File: config.mk
export PLATFORM = sky130hd
export DESIGN_NAME = pbus_seq
export DESIGN_NICKNAME = d
export VERILOG_FILES = /design/src/rtl/pbus_seq.sv
export SDC_FILE = /design/constraint.sdc
export NUM_CORES = 1
export LEC_CHECK = 0
export CORE_UTILIZATION = 39
export CTS_CLUSTER_DIAMETER = 50
export CTS_CLUSTER_SIZE = 10
export DETAILED_ROUTE_END_ITERATION = 10
export PLACE_DENSITY = 0.76
export SKIP_LAST_GASP = 1
export SLEW_MARGIN = 20
export SYNTH_ARGS = -nofsm -noshare
export SYNTH_HDL_FRONTEND = slang
export SYNTH_SLANG_ARGS = --single-unit
File: constraint.sdc
create_clock -name clk -period 2.07 [get_ports clk]
set_input_delay 0.414 -clock clk [delete_from_list [all_inputs] [get_ports clk]]
set_output_delay 0.414 -clock clk [all_outputs]
set_load 0.01 [all_outputs]
File: src/rtl/pbus_seq.sv
// pbus_seq: round-robin sequencer for the shared W5300/SL811 peripheral bus.
// Two byte-access requesters are granted in turn. Each access runs SETUP -> STROBE -> HOLD
// with per-chip timing. Read data is captured on the last strobe edge.
module pbus_seq #(
    parameter int unsigned W_SETUP = 1,
    parameter int unsigned W_PULSE = 3,
    parameter int unsigned S_SETUP = 1,
    parameter int unsigned S_PULSE = 4,
    parameter int unsigned T_HOLD  = 1
) (
    input  logic       clk,
    input  logic       rst_n,
    input  logic       req0,
    input  logic       req1,
    input  logic       rnw0,
    input  logic       rnw1,
    input  logic       tgt0,
    input  logic       tgt1,
    input  logic [9:0] addr0,
    input  logic [9:0] addr1,
    input  logic [7:0] wd0,
    input  logic [7:0] wd1,
    output logic       done0,
    output logic       done1,
    output logic [7:0] rdata,
    output logic [9:0] bus_addr,
    output logic [7:0] bus_dout,
    output logic       bus_oe,
    input  logic [7:0] bus_din,
    output logic       brd_n,
    output logic       bwr_n,
    output logic       w5300_cs_n,
    output logic       sl811_cs_n
);

    // Counter load values are duration-1. A zero setup/pulse is stretched to one cycle.
    localparam logic [3:0] W_SU_LD = (W_SETUP == 0) ? 4'd0 : 4'(W_SETUP - 1);
    localparam logic [3:0] W_PU_LD = (W_PULSE == 0) ? 4'd0 : 4'(W_PULSE - 1);
    localparam logic [3:0] S_SU_LD = (S_SETUP == 0) ? 4'd0 : 4'(S_SETUP - 1);
    localparam logic [3:0] S_PU_LD = (S_PULSE == 0) ? 4'd0 : 4'(S_PULSE - 1);
    localparam logic [3:0] HO_LD   = (T_HOLD  == 0) ? 4'd0 : 4'(T_HOLD - 1);

    typedef enum logic [1:0] {IDLE, SETUP, STROBE, HOLD} state_t;

    state_t     state, state_nx;
    logic [3:0] cnt, cnt_nx;
    logic       cur_ch, cur_ch_nx;
    logic       rnw_q, rnw_nx;
    logic       tgt_q, tgt_nx;
    logic       last_grant, last_grant_nx;
    logic       done0_nx, done1_nx;
    logic [7:0] rdata_nx;
    logic [9:0] bus_addr_nx;
    logic [7:0] bus_dout_nx;
    logic       bus_oe_nx, brd_n_nx, bwr_n_nx, w5300_cs_n_nx, sl811_cs_n_nx;
    logic       finish, grant_ok, el0, el1, pick;

    // State, latched access and all bus outputs are registered; reset forces the bus idle at once.
    always_ff @(posedge clk or negedge rst_n) begin
        if (!rst_n) begin
            state      <= IDLE;
            cnt        <= '0;
            cur_ch     <= 1'b0;
            rnw_q      <= 1'b1;
            tgt_q      <= 1'b0;
            last_grant <= 1'b1;
            done0      <= 1'b0;
            done1      <= 1'b0;
            rdata      <= '0;
            bus_addr   <= '0;
            bus_dout   <= '0;
            bus_oe     <= 1'b0;
            brd_n      <= 1'b1;
            bwr_n      <= 1'b1;
            w5300_cs_n <= 1'b1;
            sl811_cs_n <= 1'b1;
        end else begin
            state      <= state_nx;
            cnt        <= cnt_nx;
            cur_ch     <= cur_ch_nx;
            rnw_q      <= rnw_nx;
            tgt_q      <= tgt_nx;
            last_grant <= last_grant_nx;
            done0      <= done0_nx;
            done1      <= done1_nx;
            rdata      <= rdata_nx;
            bus_addr   <= bus_addr_nx;
            bus_dout   <= bus_dout_nx;
            bus_oe     <= bus_oe_nx;
            brd_n      <= brd_n_nx;
            bwr_n      <= bwr_n_nx;
            w5300_cs_n <= w5300_cs_n_nx;
            sl811_cs_n <= sl811_cs_n_nx;
        end
    end

    // Next state, arbitration and next bus-output values.
    always_comb begin
        state_nx      = state;
        cnt_nx        = cnt;
        cur_ch_nx     = cur_ch;
        rnw_nx        = rnw_q;
        tgt_nx        = tgt_q;
        last_grant_nx = last_grant;
        rdata_nx      = rdata;
        bus_addr_nx   = bus_addr;
        bus_dout_nx   = bus_dout;
        done0_nx      = 1'b0;
        done1_nx      = 1'b0;
        bus_oe_nx     = 1'b0;
        brd_n_nx      = 1'b1;
        bwr_n_nx      = 1'b1;
        w5300_cs_n_nx = 1'b1;
        sl811_cs_n_nx = 1'b1;
        finish        = 1'b0;
        grant_ok      = 1'b0;
        pick          = 1'b0;

        case (state)
            IDLE: grant_ok = 1'b1;
            SETUP: begin
                if (cnt == 4'd0) begin
                    state_nx = STROBE;
                    cnt_nx   = tgt_q ? S_PU_LD : W_PU_LD;
                end else begin
                    cnt_nx = cnt - 4'd1;
                end
            end
            STROBE: begin
                if (cnt == 4'd0) begin
                    if (rnw_q) rdata_nx = bus_din;
                    if (T_HOLD != 0) begin
                        state_nx = HOLD;
                        cnt_nx   = HO_LD;
                    end else begin
                        finish = 1'b1;
                    end
                end else begin
                    cnt_nx = cnt - 4'd1;
                end
            end
            HOLD: begin
                if (cnt == 4'd0) finish = 1'b1;
                else             cnt_nx = cnt - 4'd1;
            end
            default: state_nx = IDLE;
        endcase

        if (finish) begin
            state_nx = IDLE;
            done0_nx = !cur_ch;
            done1_nx = cur_ch;
            grant_ok = 1'b1;
        end

        // A requester keeps req high until it has seen its done, so the channel just finishing
        // (or whose done is showing in IDLE) is not eligible; this allows a gapless grant to the other.
        el0 = req0 && !((finish && !cur_ch) || (state == IDLE && done0));
        el1 = req1 && !((finish &&  cur_ch) || (state == IDLE && done1));

        if (grant_ok && (el0 || el1)) begin
            pick          = (el0 && el1) ? !last_grant : el1;
            last_grant_nx = pick;
            cur_ch_nx     = pick;
            rnw_nx        = pick ? rnw1 : rnw0;
            tgt_nx        = pick ? tgt1 : tgt0;
            bus_addr_nx   = pick ? addr1 : addr0;
            if (!rnw_nx) bus_dout_nx = pick ? wd1 : wd0;
            state_nx      = SETUP;
            cnt_nx        = tgt_nx ? S_SU_LD : W_SU_LD;
        end

        if (state_nx != IDLE) begin
            w5300_cs_n_nx = tgt_nx;
            sl811_cs_n_nx = !tgt_nx;
            bus_oe_nx     = !rnw_nx;
        end
        if (state_nx == STROBE) begin
            brd_n_nx = !rnw_nx;
            bwr_n_nx = rnw_nx;
        end
    end

endmodule
==> flow_summary_export.csv, run 1 <==
group,metric,value,unit
synth,synth.area.top_cells,"dfrtp_1, dfstp_2, nand2_1",
cts,cts_htree_levels,2,
worst_setup_path,worst_path_max_delay_cell,"dfrtp_1",
sta,fmax,514,MHz
synth,yosysTopAreaCellShare,0.436,
sta,setup_viol,0,
layout,fin_nets,371,
synth,synthCells,206,
layout,fillCellCount,424,
worst_setup_path,crit_top_cell,"buf_4",
floorplanning,start_util,0.410,
worst_setup_path,crit_type,"flop to flop",
sta,skew,6.28,ps
worst_setup_path,r2r_start,"state[0]",
floorplanning,num_rows,26,
pwr,p_leak,1.42,nW
cts,clockBufferDepth,2,
synth,synth_edf_count,0,
drt,antenna_left,0,
floorplanning,core,5170,um^2
pwr,p_sw,0.00171,W
sta,tightest_slew,534,ps
global_routing,antenna_found_initial,0,
worst_setup_path,rr_endpoint,"brd_n",
layout,drive_gt1_frac,0.195,
synth,synthesis.nets,265,
sta,timing.final.max_slew_violations,0,
worst_setup_path,path_buf_inv,4,
place,place_area,3170,um^2
pwr,vdd_ir_drop_max,618,uV
place,gp_congestion,0.859,
sta,slew_headroom,0.644,
layout,utilization,0.645,
cts,clk_pin_slew,80,ps
layout,syn_to_final_growth,57.2,%
sta,period_share,0.939,
cts,clk_latency,300,ps
synth,yosys_warnings,0,
worst_setup_path,critical_path.max_stage_delay,410,ps
hold_path,worstHoldPathType,"input port to asynchronous set/reset pin",
drt,via_per_inst,5.05,
pwr,switching_share,0.364,
sta,finalHoldViolCount,0,
layout,final_cell_area,3340,um^2
cts,cts_tree,"done",
floorplanning,dieHeight,75.8,um
synth,synth_cell_types,46,
drt,routedWlPerCell,13.9,um
global_routing,grt_pass1_wl,8.47,mm
drt,first_pass_iters,4,
sta,setup_ws,126,ps
drt,routed_wl,5.32,mm
layout,final_common_cell,"clkdlybuf4s50_1",
place,dp_slack,-173,ps
global_routing,grt_usage,0.198,
floorplanning,ios,85,
worst_setup_path,cp.required,2290,ps
pwr,finalPower,0.00470,W
worst_setup_path,cp.arrival,2170,ps
synth,ys_async_sr_fraction,1.00,
worst_setup_path,worstPathMaxFanout,8,
cts,numCtsBuffers,5,
global_routing,grt_max_degree,44,
floorplanning,dieArea,5740,um^2
synth,synth_area_per_cell,10.3,um^2
cts,numClockSinks,43,
drt,first_iter_violations,84,
sta,period_needed,1940,ps
global_routing,grt_pass1_vias,1870,
worst_setup_path,cp_cell_sequence,"inv_1 -> ha_2 -> a21boi_2 -> buf_4 -> o22ai_1 -> a31oi_2 -> buf_4 -> buf_4 -> nor3_2 -> nand2_1",
pwr,powerDensity,1410,nW/um^2
synth,synth_top_area_cell,"dfrtp_1",
synth,synth_ff_type,"dfrtp_1",
global_routing,gr-total-overflow,0,
worst_setup_path,startpoint_type,"flop",
layout,diodes,0,
worst_setup_path,ff2ff_setup_slack,130,ps
drt,drc_errors,0,
pwr,comb_power_share,0.555,
place,dp_hpwl,3.87,mm
place,portBuffers,84,
synth,synthesis.area,2120,um^2
floorplanning,die_w,75.8,um
layout,layout_common_cells,"clkdlybuf4s50_1, dfrtp_1, nor2_1, nand2_1, buf_4",
cts,ctsRootBufferMaster,"clkbuf_8",
pwr,internal-power,0.00299,W
worst_setup_path,reg2reg_depth,10,
flow_run,drv_cap,0,
pwr,p_seq_frac,0.320,
pwr,clock_power_share,0.125,
worst_setup_path,end_kind,"flop",
drt,vias,1933,
worst_setup_path,critPathTopFamily,"buffers and inverters",
synth,ys_seq_area_frac,0.511,
sta,fin_tns_setup,0,ps
outcome,status,"complete, no violations",
synth,synth_seq_cells,43,
-- power by group through the flow --
stage / sequential, W / clock, W / combinational [W]
after floorplan: 0.00163 / 0 / 0.00125
after global placement: 0.00151 / 0 / 0.00246
after detailed placement: 0.00151 / 0 / 0.00254
after CTS: 0.00150 / 0.000603 / 0.00258
after global routing: 0.00156 / 0.000634 / 0.00288
final: 0.00150 / 0.000590 / 0.00261
-- final cells by class --
cell class	count	area [um^2]	area share
clock buffers	7	96.3	0.0289
inverters	9	33.8	0.0101
well taps	70	87.6	0.0263
multi-input cells	147	1010	0.304
flip-flops and latches	43	1080	0.325
repair buffers	106	1010	0.304
clock inverters	1	7.51	0.00225
-- through the flow --
stage / hold WS, ps / cells
5_1_grt: 225 / 383
2_1_floorplan: 118 / 206
6_report: 169 / 383
4_1_cts: 199 / 382
3_5_place_dp: 471 / 373
3_3_place_gp: 466 / 373
-- routing by layer --
metal  global-route usage  vias up  share of wire
met5                    0        -              0
met4               0.0597        0          0.013
met3               0.0503        6          0.065
met2                0.346       79           0.49
met1                0.239      901           0.43
li1                     -      947              -
-- Yosys cell counts (all sizes together), types with 2 or more instances --
cell and number:
nor3 6, o21ai 6, nand2 25, ha 7, o22ai 9, nor2b 3, a31oi 11, dfrtp 37
nand2b 3, a2bb2oi 9, nand3b 2, a21oi 5, inv 9, a21boi 5, mux2 8, buf 7
dfstp 6, and2 2, nor2 25
-- how the worst max path moves through the flow --
stage	start	to	slack (ps)	depth (start not counted)
floorplan	state[1]	bus_dout[0]	40	8
global placement	req0	bus_addr[0]	-90	9
detailed placement	req1	bus_dout[6]	-170	6
CTS	state[0]	bus_dout[7]	2	8
global route	state[0]	brd_n	-10	10
finish	state[0]	brd_n	130	10
-- logic make-up after synthesis --
logic type	Yosys count	share of synthesized area
fa+ha+maj	7	0.0413
xor+xnor	1	0.00413
compound gates	53	0.183
mux	9	0.0472
simple gates	76	0.174
flops	43	0.511
buf+inv	17	0.0395
-- flip-flops by register name, summed over array words and instances, names as in the netlist --
signal / cells
bus_dout: 8
sl811_cs_n: 1
rnw_q: 1
last_grant: 1
bus_oe: 1
cnt: 4
bus_addr: 10
w5300_cs_n: 1
done1: 1
rdata: 8
brd_n: 1
state: 2
tgt_q: 1
cur_ch: 1
bwr_n: 1
done0: 1
-- what timing repair did --
action / 4_1_cts / 5_1_grt
setup buffers: 0 / 1
hold endpoints to repair: 0 / 0
gates cloned: 1 / 0
gates resized for setup: 3 / 10
pin swaps: 0 / 1
hold buffers: 0 / 0
setup endpoints to repair: 18 / 33
Note: power is estimated with default switching activity, not from simulation.
==> run 2, diff against run 1 <==
--- a/config.mk
+++ b/config.mk
@@ -5,11 +5,14 @@
 export SDC_FILE = /design/constraint.sdc
 export NUM_CORES = 1
 export LEC_CHECK = 0
+export CAP_MARGIN = 10
 export CORE_UTILIZATION = 39
 export CTS_CLUSTER_DIAMETER = 50
 export CTS_CLUSTER_SIZE = 10
 export DETAILED_ROUTE_END_ITERATION = 10
+export GPL_ROUTABILITY_DRIVEN = 0
 export PLACE_DENSITY = 0.76
+export REMOVE_ABC_BUFFERS = 1
 export SKIP_LAST_GASP = 1
 export SLEW_MARGIN = 20
 export SYNTH_ARGS = -nofsm -noshare
==> run 2 against run 1 <==
  * Total power is 1.6% higher
  * Sequential cell count stayed put
  * First-iteration DRC count is 50% higher
  * Die area stayed put
  * Highest routed layer unchanged
  * Fmax is 1.1% lower
  * Critical endpoint is now bus_addr[9]
  * Cell area is 1.4% higher
  * Critical path type unchanged
  * Register-to-register slack worse by 20 ps
  * Global-route usage is 1.1 points lower
==> flow_summary_export.csv, run 2 (same netlist as run 1, synthesis figures left out) <==
group,metric,value,unit
pwr,p_leak,1.42,nW
cts,numClockSinks,43,
floorplanning,dieHeight,75.8,um
pwr,vdd_ir_drop_max,602,uV
layout,top_register,"bus_addr",
drt,drc_errors,0,
drt,first_iter_violations,126,
place,dp_hpwl,3.80,mm
sta,skew,5.75,ps
sta,period_share,0.950,
drt,via_per_inst,5.14,
worst_setup_path,crit_type,"flop to flop",
layout,layout_common_cells,"clkdlybuf4s50_1, dfrtp_1, nor2_1, nand2_1, buf_4",
layout,final_cell_area,3380,um^2
sta,tightest_slew,536,ps
pwr,powerDensity,1410,nW/um^2
drt,vias,1972,
layout,utilization,0.654,
drt,routedWlPerCell,13.3,um
sta,finalHoldViolCount,0,
worst_setup_path,cp.arrival,2180,ps
pwr,finalPower,0.00478,W
cts,clockBufferDepth,2,
hold_path,worstHoldPathType,"input port to asynchronous set/reset pin",
drt,routed_wl,5.09,mm
worst_setup_path,startpoint_type,"flop",
drt,antenna_left,0,
cts,ctsRootBufferMaster,"clkbuf_8",
flow_run,drv_cap,0,
sta,setup_viol,0,
sta,timing.final.max_slew_violations,0,
sta,period_needed,1970,ps
layout,fin_nets,372,
worst_setup_path,worstPathMaxFanout,11,
sta,rsz0062_at_grt,"no",
global_routing,gr-total-overflow,0,
floorplanning,ios,85,
cts,clk_latency,300,ps
layout,largest_reg_flops,10,
layout,fillCellCount,407,
layout,final_common_cell,"clkdlybuf4s50_1",
layout,diodes,0,
layout,reg_top3,"bus_addr x10, bus_dout x8, rdata x8",
layout,drive_gt1_frac,0.188,
global_routing,grt_max_degree,44,
floorplanning,die_w,75.8,um
cts,numCtsBuffers,5,
worst_setup_path,end_kind,"flop",
global_routing,grt_usage,0.186,
floorplanning,num_rows,26,
outcome,status,"complete, no violations",
floorplanning,core,5170,um^2
global_routing,grt_pass1_wl,7.94,mm
drt,first_pass_iters,5,
cts,clk_pin_slew,80,ps
sta,slew_headroom,0.643,
place,place_area,3210,um^2
global_routing,grt_pass1_vias,1813,
worst_setup_path,cp.required,2280,ps
cts,cts_htree_levels,2,
place,portBuffers,84,
sta,holdWs,188,ps
cts,cts_tree,"done",
floorplanning,dieArea,5740,um^2
global_routing,antenna_found_initial,0,
sta,fmax,508,MHz
layout,syn_to_final_growth,59.3,%
floorplanning,start_util,0.410,
[run 2: final cells by class]
cell class,count,area [um^2],share of cell area
Clock buffer,6,72.6,0.0215
Tap cell,70,87.6,0.0259
Inverter,9,33.8,0.00999
Multi-Input combinational cell,147,1020,0.302
Timing Repair Buffer,107,1070,0.317
Sequential cell,43,1080,0.321
Clock inverter,2,12.5,0.00370
[run 2: worst max-delay path: stages, from the launching register on]
cell      delay (ps)
dfrtp_1          420
inv_1            130
ha_4             180
and4bb_4         300
o22ai_1          100
a31oi_2          260
buf_12           180
buf_12           110
nor2_1            40
a31oi_1          150
[run 2: power breakdown]
part / switching [W] / leakage (nW) / total [W] / internal (W)
Combinational: 0.00121 / 0.873 / 0.00276 / 0.00155
Sequential: 0.000233 / 0.509 / 0.00149 / 0.00126
Clock: 0.000286 / 0.0412 / 0.000521 / 0.000236
[run 2: repair_timing]
action / 4_1_cts / 5_1_grt
hold endpoints to repair: 0 / 0
buffers inserted: 0 / 3
hold buffers: 0 / 0
setup endpoints to repair: 0 / 33
gates resized for setup: 0 / 11
[run 2: final timing paths]
path                            startpoint          end  slack [ps]  cells after the start
worst max-delay path                cnt[1]  bus_addr[9]         100                      9
worst min-delay path                 rst_n       cnt[1]         190                      2
worst max register to register      cnt[1]  bus_addr[9]         100                      9
worst min register to register       rnw_q        brd_n         480                      1
max in group asynchronous            rst_n        rnw_q        1510                      2
min in group clk                     rnw_q        brd_n         480                      1
[run 2: stage by stage]
stage | setup slack (ps) | setup TNS [ps] | cells
5_1_grt | 2.67 | 0 | 384
6_report | 103 | 0 | 384
2_1_floorplan | -419 | -7440 | 198
4_1_cts | 9.90 | 0 | 380
3_3_place_gp | -108 | -1520 | 372
3_5_place_dp | -165 | -2450 | 372
[run 2: routing by layer]
layer  vias to the layer above  routed length, um  GRT usage
met4                         0                107     0.0617
li1                        954                  -          -
met2                        79               2560      0.315
met5                         -                  0          0
met1                       924               2090      0.224
met3                        15                340     0.0622
==> run 3, diff against run 2 <==
--- a/config.mk
+++ b/config.mk
@@ -11,7 +11,7 @@
 export CTS_CLUSTER_SIZE = 10
 export DETAILED_ROUTE_END_ITERATION = 10
 export GPL_ROUTABILITY_DRIVEN = 0
-export PLACE_DENSITY = 0.76
+export PLACE_DENSITY_LB_ADDON = 0.12
 export REMOVE_ABC_BUFFERS = 1
 export SKIP_LAST_GASP = 1
 export SLEW_MARGIN = 20
==> run 3 against run 2 <==
  * Die area is the same
  * Combinational power is 4% lower
  * Fmax rose by 1.4%
  * Clock power is 30% higher
  * Setup slack improved by 27 ps
  * Via count down 1.7%
  * Sequential share of layout area shrank 0.21 points
  * Utilization is 0.44 points higher
  * Highest routed layer unchanged
==> flow_summary_export.csv, run 3 (same netlist as run 1, synthesis figures left out) <==
group,metric,value,unit
pwr,powerDensity,1420,nW/um^2
worst_setup_path,critPathTopFamily,"simple AND/OR/NAND/NOR gates",
drt,routedWlPerCell,13.7,um
global_routing,met2_usage,0.323,
global_routing,antenna_found_initial,0,
floorplanning,dieHeight,75.8,um
worst_setup_path,crit_type,"flop to flop",
worst_setup_path,ff2ff_setup_slack,130,ps
sta,finalHoldViolCount,0,
layout,largest_reg_flops,10,
floorplanning,ios,85,
sta,setup_viol,0,
global_routing,use_met1,0.243,
sta,period_share,0.937,
sta,slew_headroom,0.624,
worst_setup_path,cp.arrival,2140,ps
layout,utilization,0.658,
sta,timing.final.max_slew_violations,0,
cts,clk_latency,300,ps
global_routing,grt_usage,0.194,
cts,numClockSinks,43,
sta,setup_ws,130,ps
cts,cts_htree_levels,2,
worst_setup_path,r2r_start,"cnt[1]",
layout,fin_nets,374,
sta,skew,12.2,ps
drt,via_per_inst,5.02,
floorplanning,die_w,75.8,um
worst_setup_path,path_buf_inv,1,
pwr,finalPower,0.00485,W
global_routing,grt.busiest_layer,"met2",
cts,cts_hold_buf,0,
place,portBuffers,84,
sta,tightest_slew,564,ps
place,dpl.cell_count,373,
sta,fmax,515,MHz
drt,antenna_left,0,
floorplanning,dieArea,5740,um^2
cts,ctsRootBufferMaster,"clkbuf_8",
layout,reg_top3,"bus_addr x10, bus_dout x8, rdata x8",
pwr,vdd_ir_drop_max,899,uV
global_routing,grt_util_met3,0.0476,
worst_setup_path,startpoint_type,"flop",
worst_setup_path,worstPathMaxFanout,5,
layout,finalNonFillerCells,386,
floorplanning,num_rows,26,
layout,diodes,0,
layout,top_register,"bus_addr",
worst_setup_path,cp.required,2270,ps
cts,clk_pin_slew,90,ps
layout,fillCellCount,406,
sta,rsz0062_at_grt,"no",
worst_setup_path,end_kind,"flop",
layout,layout_common_cells,"clkdlybuf4s50_1, dfrtp_1, nor2_1, nand2_1, buf_4",
pwr,p_leak,1.45,nW
place,dp_slack,-179,ps
cts,numCtsBuffers,5,
cts,cts_tree,"done",
sta,period_needed,1940,ps
hold_path,worstHoldPathType,"input port to asynchronous set/reset pin",
flow_run,drv_cap,0,
place,dp_hpwl,4.01,mm
global_routing,grt_max_degree,26,
layout,final_common_cell,"clkdlybuf4s50_1",
global_routing,grt_pass1_wl,8.27,mm
global_routing,gr-total-overflow,0,
global_routing,grt_pass1_vias,1844,
worst_setup_path,rr_endpoint,"bus_oe",
worst_setup_path,worst-path-stages,7,
layout,syn_to_final_growth,60.4,%
worst_setup_path,critical_path.max_stage_delay,420,ps
worst_setup_path,cp_cell_sequence,"inv_1 -> ha_2 -> nand4bb_4 -> or3_1 -> o221a_2 -> a21boi_4 -> o22a_1",
floorplanning,core,5170,um^2
worst_setup_path,worst_path_max_delay_cell,"dfrtp_1",
floorplanning,start_util,0.410,
cts,clockBufferDepth,2,
worst_setup_path,reg2reg_depth,7,
drt,first_iter_violations,104,
drt,first_pass_iters,4,
layout,drive_gt1_frac,0.203,
drt,routed_wl,5.29,mm
outcome,status,"complete, no violations",
drt,vias,1938,
drt,drc_errors,0,
[run 3: metal layers]
| layer | share of wire | vias to the layer above |
|---|---|---|
| li1 | - | 963 |
| met1 | 0.44 | 898 |
| met2 | 0.49 | 71 |
| met3 | 0.062 | 6 |
| met4 | 0.0096 | 0 |
| met5 | 0 | - |
[run 3: power by group]
group | total (W) | internal, W | switching (W)
combinational | 0.00266 | 0.00148 | 0.00118
clock | 0.000678 | 0.000390 | 0.000288
sequential | 0.00151 | 0.00126 | 0.000245
total | 0.00485 | 0.00314 | 0.00171
[run 3: worst max path at each step]
stage                   to  slack (ps)  startpoint
6_report            bus_oe         130      cnt[1]
5_1_grt        bus_dout[3]           6    state[0]
4_1_cts         sl811_cs_n          -2      cnt[1]
3_5_place_dp   bus_dout[3]        -180        req0
3_3_place_gp   bus_dout[0]        -110        req1
2_1_floorplan       bus_oe        -420    state[1]
[run 3: cell type report]
type                            count  area, um^2  area share
Clock inverter                      2        35.0      0.0103
Clock buffer                        6        82.6      0.0243
Inverter                            9        33.8     0.00993
Multi-Input combinational cell    147        1030       0.303
Tap cell                           70        87.6      0.0257
Sequential cell                    43        1080       0.318
Timing Repair Buffer              109        1050       0.308
[run 3: repair_timing]
item	in CTS	in global routing
pin swaps	1	0
gates cloned	1	0
gates resized for setup	3	11
setup buffers	2	2
setup endpoints to repair	9	38
[run 3: stage by stage]
| step | hold slack, ps | setup TNS [ps] | area, um^2 |
|---|---|---|---|
| finish | 99.2 | 0 | 3400 |
| global route | 141 | 0 | 3400 |
| CTS | 117 | -2.22 | 3340 |
| detailed placement | 444 | -2540 | 3180 |
| global placement | 433 | -1660 | 3180 |
| floorplan | 118 | -7440 | 2070 |
